**config.mk**
```make
export PLATFORM = sky130hd
export DESIGN_NAME = logits_streamer_flat
export DESIGN_NICKNAME = d
export VERILOG_FILES = /design/src/rtl/logits_streamer_pkg.sv /design/src/rtl/logits_streamer_if.sv /design/src/rtl/logits_streamer_score_buffer.sv /design/src/rtl/logits_streamer.sv /design/src/flat_wrapper.sv
export SDC_FILE = /design/constraint.sdc
export NUM_CORES = 1
export LEC_CHECK = 0
export ABC_CLOCK_PERIOD_IN_PS = 3150
export CAP_MARGIN = 20
export CELL_PAD_IN_SITES_DETAIL_PLACEMENT = 1
export CELL_PAD_IN_SITES_GLOBAL_PLACEMENT = 2
export CORE_MARGIN = 5
export CORE_UTILIZATION = 42
export CTS_CLUSTER_SIZE = 20
export DETAILED_ROUTE_END_ITERATION = 10
export GPL_ROUTABILITY_DRIVEN = 0
export PLACE_DENSITY_LB_ADDON = 0.1
export REMOVE_ABC_BUFFERS = 1
export SETUP_SLACK_MARGIN = 0.02
export SLEW_MARGIN = 5
export SYNTH_ARGS = -nofsm -noshare
export SYNTH_HDL_FRONTEND = slang
export SYNTH_SLANG_ARGS = --single-unit
```
**constraint.sdc**
```tcl
create_clock -name clk -period 3.15 [get_ports clk]
set_clock_uncertainty 0.2 [all_clocks]
set_input_delay 0.63 -clock clk [delete_from_list [all_inputs] [get_ports clk]]
set_output_delay 0.63 -clock clk [all_outputs]
set_load 0.1 [all_outputs]
```
**src/rtl/logits_streamer_pkg.sv**
```systemverilog
// logits_streamer_pkg: shared sizes, FSM state encoding and error bit positions
package logits_streamer_pkg;
   localparam int NUM_CLASSES    = 10;
   localparam int DATA_WIDTH     = 16;
   localparam int IDX_WIDTH      = 4;
   localparam int TIMEOUT_CYCLES = 64;
   localparam int ERR_WR   = 0;
   localparam int ERR_BUSY = 1;
   localparam int ERR_TMO  = 2;
   localparam int ERR_IDX  = 3;
   typedef enum logic [2:0] {
      S_IDLE, S_KICK, S_STREAM, S_WAIT_RES, S_LOOKUP, S_DONE
   } state_t;
endpackage

```
**src/rtl/logits_streamer_if.sv**
```systemverilog
// logits_streamer_if: argmax handshake (start, logit beats, finish, winning index)
// master = logits producer, slave = argmax consumer
interface logits_streamer_if;
   import logits_streamer_pkg::*;
   logic                         start_argmax;
   logic                         data_valid;
   logic signed [DATA_WIDTH-1:0] class_out;
   logic                         finish_argmax;
   logic [IDX_WIDTH-1:0]         index_in;
   modport master (output start_argmax, data_valid, class_out, input finish_argmax, index_in);
   modport slave  (input start_argmax, data_valid, class_out, output finish_argmax, index_in);
endinterface

```
**src/rtl/logits_streamer_score_buffer.sv**
```systemverilog
// logits_streamer_score_buffer: NUM_CLASSES x DATA_WIDTH logit register file
// ports: one sync-reset write port (we/wr_addr/wr_data), combinational reads a (stream) and b (lookup)
module logits_streamer_score_buffer
   import logits_streamer_pkg::*;
(
   input  logic                         clk,
   input  logic                         reset,
   input  logic                         we,
   input  logic [IDX_WIDTH-1:0]         wr_addr,
   input  logic signed [DATA_WIDTH-1:0] wr_data,
   input  logic [IDX_WIDTH-1:0]         rd_addr_a,
   input  logic [IDX_WIDTH-1:0]         rd_addr_b,
   output logic signed [DATA_WIDTH-1:0] rd_data_a,
   output logic signed [DATA_WIDTH-1:0] rd_data_b
);
   logic signed [DATA_WIDTH-1:0] mem [NUM_CLASSES];
   always_ff @(posedge clk) begin
      if (reset)
         for (int i = 0; i < NUM_CLASSES; i++) mem[i] <= '0;
      else if (we)
         mem[wr_addr] <= wr_data;
   end
   // out-of-range reads return 0, which is also the score reported for a bad index
   assign rd_data_a = int'(rd_addr_a) < NUM_CLASSES ? mem[rd_addr_a] : '0;
   assign rd_data_b = int'(rd_addr_b) < NUM_CLASSES ? mem[rd_addr_b] : '0;
endmodule

```
**src/rtl/logits_streamer.sv**
```systemverilog
// logits_streamer: buffers class logits, streams them to argmax, returns the winning class and score
// ports: clk/reset; wr_en/wr_addr/wr_data logit writes; start_stream request; err_clear;
//        am (argmax master handshake); busy, result_valid/result_index/result_score, err_status
module logits_streamer
   import logits_streamer_pkg::*;
(
   input  logic                         clk,
   input  logic                         reset,
   input  logic                         wr_en,
   input  logic [IDX_WIDTH-1:0]         wr_addr,
   input  logic signed [DATA_WIDTH-1:0] wr_data,
   input  logic                         start_stream,
   input  logic                         err_clear,
   output logic                         busy,
   logits_streamer_if.master            am,
   output logic                         result_valid,
   output logic [IDX_WIDTH-1:0]         result_index,
   output logic signed [DATA_WIDTH-1:0] result_score,
   output logic [3:0]                   err_status
);
   localparam int TW = $clog2(TIMEOUT_CYCLES + 1);
   state_t                       state, state_n;
   logic [IDX_WIDTH-1:0]         beat_cnt, beat_cnt_n, index_n;
   logic [TW-1:0]                tmo, tmo_n;
   logic [3:0]                   err_n;
   logic                         wr_ok, idx_bad;
   logic signed [DATA_WIDTH-1:0] stream_rd, lookup_rd;
   assign wr_ok   = wr_en && (state == S_IDLE || state == S_DONE) && int'(wr_addr) < NUM_CLASSES;
   assign idx_bad = int'(result_index) >= NUM_CLASSES;
   logits_streamer_score_buffer u_buf (
      .clk(clk), .reset(reset), .we(wr_ok), .wr_addr(wr_addr), .wr_data(wr_data),
      .rd_addr_a(beat_cnt_n), .rd_addr_b(result_index),
      .rd_data_a(stream_rd), .rd_data_b(lookup_rd)
   );
   always_comb begin
      state_n    = state;
      beat_cnt_n = beat_cnt;
      tmo_n      = tmo;
      index_n    = result_index;
      err_n      = err_clear ? '0 : err_status;
      err_n[ERR_WR]   = err_n[ERR_WR] | (wr_en && !wr_ok);
      err_n[ERR_BUSY] = err_n[ERR_BUSY] | (start_stream && state != S_IDLE);
      case (state)
         S_IDLE:
            if (start_stream) begin
               state_n    = S_KICK;
               beat_cnt_n = '0;
            end
         S_KICK: state_n = S_STREAM;
         S_STREAM:
            if (beat_cnt == IDX_WIDTH'(NUM_CLASSES - 1)) begin
               state_n = S_WAIT_RES;
               tmo_n   = '0;
            end else
               beat_cnt_n = beat_cnt + IDX_WIDTH'(1);
         S_WAIT_RES:
            if (am.finish_argmax) begin
               state_n = S_LOOKUP;
               index_n = am.index_in;
            end else if (tmo == TW'(TIMEOUT_CYCLES - 1)) begin
               state_n        = S_IDLE;
               err_n[ERR_TMO] = 1'b1;
            end else
               tmo_n = tmo + TW'(1);
         S_LOOKUP: begin
            state_n        = S_DONE;
            err_n[ERR_IDX] = err_n[ERR_IDX] | idx_bad;
         end
         default: state_n = S_IDLE;
      endcase
   end
   // outputs are registered from the next state so they line up with the state they describe
   always_ff @(posedge clk) begin
      if (reset) begin
         state           <= S_IDLE;
         beat_cnt        <= '0;
         tmo             <= '0;
         busy            <= 1'b0;
         am.start_argmax <= 1'b0;
         am.data_valid   <= 1'b0;
         am.class_out    <= '0;
         result_valid    <= 1'b0;
         result_index    <= '0;
         result_score    <= '0;
         err_status      <= '0;
      end else begin
         state           <= state_n;
         beat_cnt        <= beat_cnt_n;
         tmo             <= tmo_n;
         busy            <= state_n != S_IDLE;
         am.start_argmax <= state_n == S_KICK;
         am.data_valid   <= state_n == S_STREAM;
         am.class_out    <= state_n == S_STREAM ? stream_rd : '0;
         result_valid    <= state_n == S_DONE;
         result_index    <= index_n;
         result_score    <= state == S_LOOKUP ? lookup_rd : result_score;
         err_status      <= err_n;
      end
   end
endmodule
```
**src/flat_wrapper.sv**
```systemverilog
// flat-port wrapper written by rule: the top's interface ports become plain ports
module logits_streamer_flat import logits_streamer_pkg::*;
  (clk, reset, wr_en, wr_addr, wr_data, start_stream, err_clear, busy, result_valid, result_index, result_score, err_status, am_start_argmax, am_data_valid, am_class_out, am_finish_argmax, am_index_in);
  logits_streamer_if am_i ();
  input  logic clk;
  input  logic reset;
  input  logic wr_en;
  input  logic [IDX_WIDTH-1:0] wr_addr;
  input  logic signed [DATA_WIDTH-1:0] wr_data;
  input  logic start_stream;
  input  logic err_clear;
  output logic busy;
  output logic result_valid;
  output logic [IDX_WIDTH-1:0] result_index;
  output logic signed [DATA_WIDTH-1:0] result_score;
  output logic [3:0] err_status;
  output wire logic [$bits(am_i.start_argmax)-1:0] am_start_argmax;
  output wire logic [$bits(am_i.data_valid)-1:0] am_data_valid;
  output wire logic [$bits(am_i.class_out)-1:0] am_class_out;
  input wire logic [$bits(am_i.finish_argmax)-1:0] am_finish_argmax;
  input wire logic [$bits(am_i.index_in)-1:0] am_index_in;
  assign am_start_argmax = am_i.start_argmax;
  assign am_data_valid = am_i.data_valid;
  assign am_class_out = am_i.class_out;
  assign am_i.finish_argmax = am_finish_argmax;
  assign am_i.index_in = am_index_in;
  logits_streamer u_core (.clk(clk), .reset(reset), .wr_en(wr_en), .wr_addr(wr_addr), .wr_data(wr_data), .start_stream(start_stream), .err_clear(err_clear), .busy(busy), .am(am_i), .result_valid(result_valid), .result_index(result_index), .result_score(result_score), .err_status(err_status));
endmodule
```
==> qor.csv <==
stage;metric;value;unit
yosys;syn_inst;976;
timing;layout_min_cycle_time;2.86;ns
yosys;ys.flop_type;edfxtp_1;
min_path;hp-class;reg -> reg;
timing;rsz0062_at_grt;no;
yosys;synth-xor-area-share;0.310;%
setup_path;crit_arrival;3.08;ns
global_routing;overflow;0;
yosys;synthSimpleGateAreaFrac;9.69;%
routing;viasPerCell;5.51;
finish;layout-drive-gt1-share;25.0;%
yosys;yosys_warnings;0;
yosys;synth_top_family_by_area;multiplexers;
yosys;synth_area_per_cell;14.5;um^2
job;drv_cap;0;
floorplanning;io_pins;74;
cts;cts_tree;done;
finish;nNetsFinal;1238;
timing;tightestPinTransition;0.736;ns
floorplanning;fp.dieH;194;um
place;hpwl;27900;um
cts;cts-resized-gates;0;
timing;max-slew-margin-rel;50.9;%
cts;clockBufferDepth;3;
yosys;synthMuxAreaShare;18.6;%
global_routing;grt_pass1_vias;10000;
cts;clk_pin_slew_worst_paths;0.06;ns
cts;numCtsBuffers;38;
timing;finalSetupViolations;0;
routing;routed_wl;43100;um
yosys;synth_adder_area_share;0.265;%
cts;clockRootBuffer;clkbuf_16;
setup_path;start_kind;register;
cts;h-tree-depth;2;
cts;clock-sinks;318;
floorplanning;initial_utilization;42.4;%
place;numPortBuffers;73;
timing;timing.hold.ws;0.259;ns
yosys;synth_edf_count;256;
global_routing;antenna_found_initial;0;
yosys;synth_area;14100;um^2
global_routing;grt_max_degree;43;
floorplanning;die_area;37400;um^2
yosys;synth-compound-area-share;5.10;%
yosys;ys_ff_latch;318;
routing;drc;0;
timing;fmax;350;MHz
setup_path;cp_max_fo;13;
yosys;yosysSeqAreaShare;63.1;%
setup_path;cp-end-kind;register;
yosys;synth.distinct_cells;60;
routing;num_vias;9258;
finish;num_antenna_cells;0;
cts;postCtsHoldBufs;0;
cts;post_cts_buffers;0;
floorplanning;chipWidth;194;um
setup_path;required;3.37;ns
global_routing;grt_first_pass_wirelength;64800;um
routing;firstDrtPassIters;5;
outcome;outcome;completed;
timing;setup_tns;0;ns
finish;syn2layout_area_growth;22.7;%
global_routing;track_usage;22.9;%
floorplanning;row_count;67;
power;p_leak;6.54;nW
cts;clk_latency;0.52;ns
power;power_density;565;nW/um^2
yosys;async_flop_share;0;%
timing;min_period_over_period;90.7;%
routing;drt_iter0_markers;682;
setup_path;critical_path_class;reg -> reg;
power;peakVddDrop;0.000461;V
routing;wl_per_cell;25.6;um
timing;slew_violations;0;
timing;finalHoldViolCount;0;
routing;postRouteAntennaNets;0;
finish;num-fill-cells;3402;
floorplanning;coreArea;33400;um^2
## stage by stage
stage	area (um^2)	setup slack, ns	total power [mW]	util [%]	std cells
CTS	17400	0.271	9.88	52.0	1681
floorplan	14200	-1.22	5.38	-	1009
global route	17400	0.193	10.2	52.0	1681
finish	17400	0.292	9.80	52.0	1681
detailed placement	16200	0.0552	5.78	48.6	1613
global placement	16200	0.0857	5.76	48.6	1613
## cells in the final DEF (no fill, tap or decap), types with 3 or more instances in the layout
cell type,instances
mux2_2,30
a22oi_1,17
a211oi_1,6
inv_1,21
clkdlybuf4s50_1,28
nor2_1,184
a311o_1,3
clkbuf_16,39
buf_4,111
mux2i_1,49
nand3_1,41
clkbuf_1,11
and3_1,6
xor2_1,5
clkinv_1,6
conb_1,96
o221ai_1,14
nand2b_1,10
a21oi_1,9
edfxtp_1,256
nand2_1,39
nand4_1,4
mux4_2,80
o211ai_1,13
dfxtp_1,60
clkinv_2,7
ha_1,3
o21ai_0,15
buf_12,16
## worst max-delay path: stages, from the launching register on
cell and delay [ns]:
dfxtp_1 0.58, or3b_4 0.45, or2_0 0.25, mux2_2 0.31
nor4_2 0.41, nand2_2 0.10, buf_4 0.20, o221ai_1 0.25
## registers in the layout, indices dropped and copies added (netlist names), named ones only
signal,flops
u_core.result_valid,1
u_core.tmo,7
u_core.state,3
u_core.result_score,16
u_core.am.class_out,16
u_core.result_index,4
u_core.am.data_valid,1
u_core.am.start_argmax,1
u_core.u_buf.mem,256
u_core.err_status,4
u_core.busy,1
u_core.beat_cnt,4
## cell families (layout without fill, tap and decap cells)
logic type | after synthesis | in the layout
flip-flops | 318 | 318
adder cells (fa/ha/maj) | 3 | 3
other | 1 | 96
buffers and inverters | 83 | 245
AO/OA/AOI/OAI | 95 | 95
multiplexers | 159 | 159
XOR/XNOR | 5 | 5
AND/OR/NAND/NOR | 312 | 312
## final cells by class
type	instances	area, um^2	share of cell area (%)
well taps	448	561	3.23
clock inverters	17	115	0.663
clock buffers	51	1030	5.94
flip-flops and latches	318	8930	51.5
multi-input cells	670	5200	30.0
repair buffers	156	1440	8.29
inverters	21	78.8	0.454
## final timing paths
| kind | endpoint | start | slack, ns | cells after the start |
|---|---|---|---|---|
| min | u_core.err_status[0] | u_core.err_status[0] | 0.26 | 2 |
| max | u_core.am.class_out[6] | u_core.state[1] | 0.29 | 7 |
| max reg2reg | u_core.am.class_out[6] | u_core.state[1] | 0.29 | 7 |
| min reg2reg | u_core.err_status[0] | u_core.err_status[0] | 0.26 | 2 |
## routing by layer
layer | part of all wire, % | wire length (um) | GRT usage [%] | vias up
li1 | - | - | - | 4103
met1 | 44 | 19000 | 31.7 | 4867
met2 | 49 | 21300 | 38.7 | 238
met3 | 4.7 | 2040 | 3.43 | 50
met4 | 1.8 | 763 | 4.96 | 0
met5 | 0 | 0 | 0 | -
## cell usage after synthesis (4+ instances only)
library cell / count / area share, %
mux2_2: 30 / 2.4
edfxtp_1: 256 / 54
nand2b_1: 10 / 0.44
o211ai_1: 13 / 0.69
clkbuf_1: 34 / 0.90
inv_1: 21 / 0.56
a21oi_1: 9 / 0.32
mux4_2: 80 / 13
o21ai_0: 15 / 0.53
nand2_1: 40 / 1.1
xor2_1: 5 / 0.31
and3_1: 6 / 0.27
dfxtp_1: 62 / 8.8
nor2_1: 185 / 4.9
buf_2: 12 / 0.42
nand4_1: 4 / 0.18
buf_1: 5 / 0.13
buf_6: 7 / 0.56
a22oi_1: 17 / 0.90
nand3_1: 41 / 1.5
a211oi_1: 6 / 0.32
o221ai_1: 14 / 0.87
mux2i_1: 49 / 3.5
## power by group
group / total [mW] / internal (mW) / switching, mW / leakage [nW]
combinational: 0.901 / 0.351 / 0.550 / 2.83
sequential: 4.79 / 4.70 / 0.0890 / 3.15
clock: 4.11 / 2.38 / 1.73 / 0.562
total: 9.80 / 7.44 / 2.37 / 6.54
(Power assumes the default switching activity.)
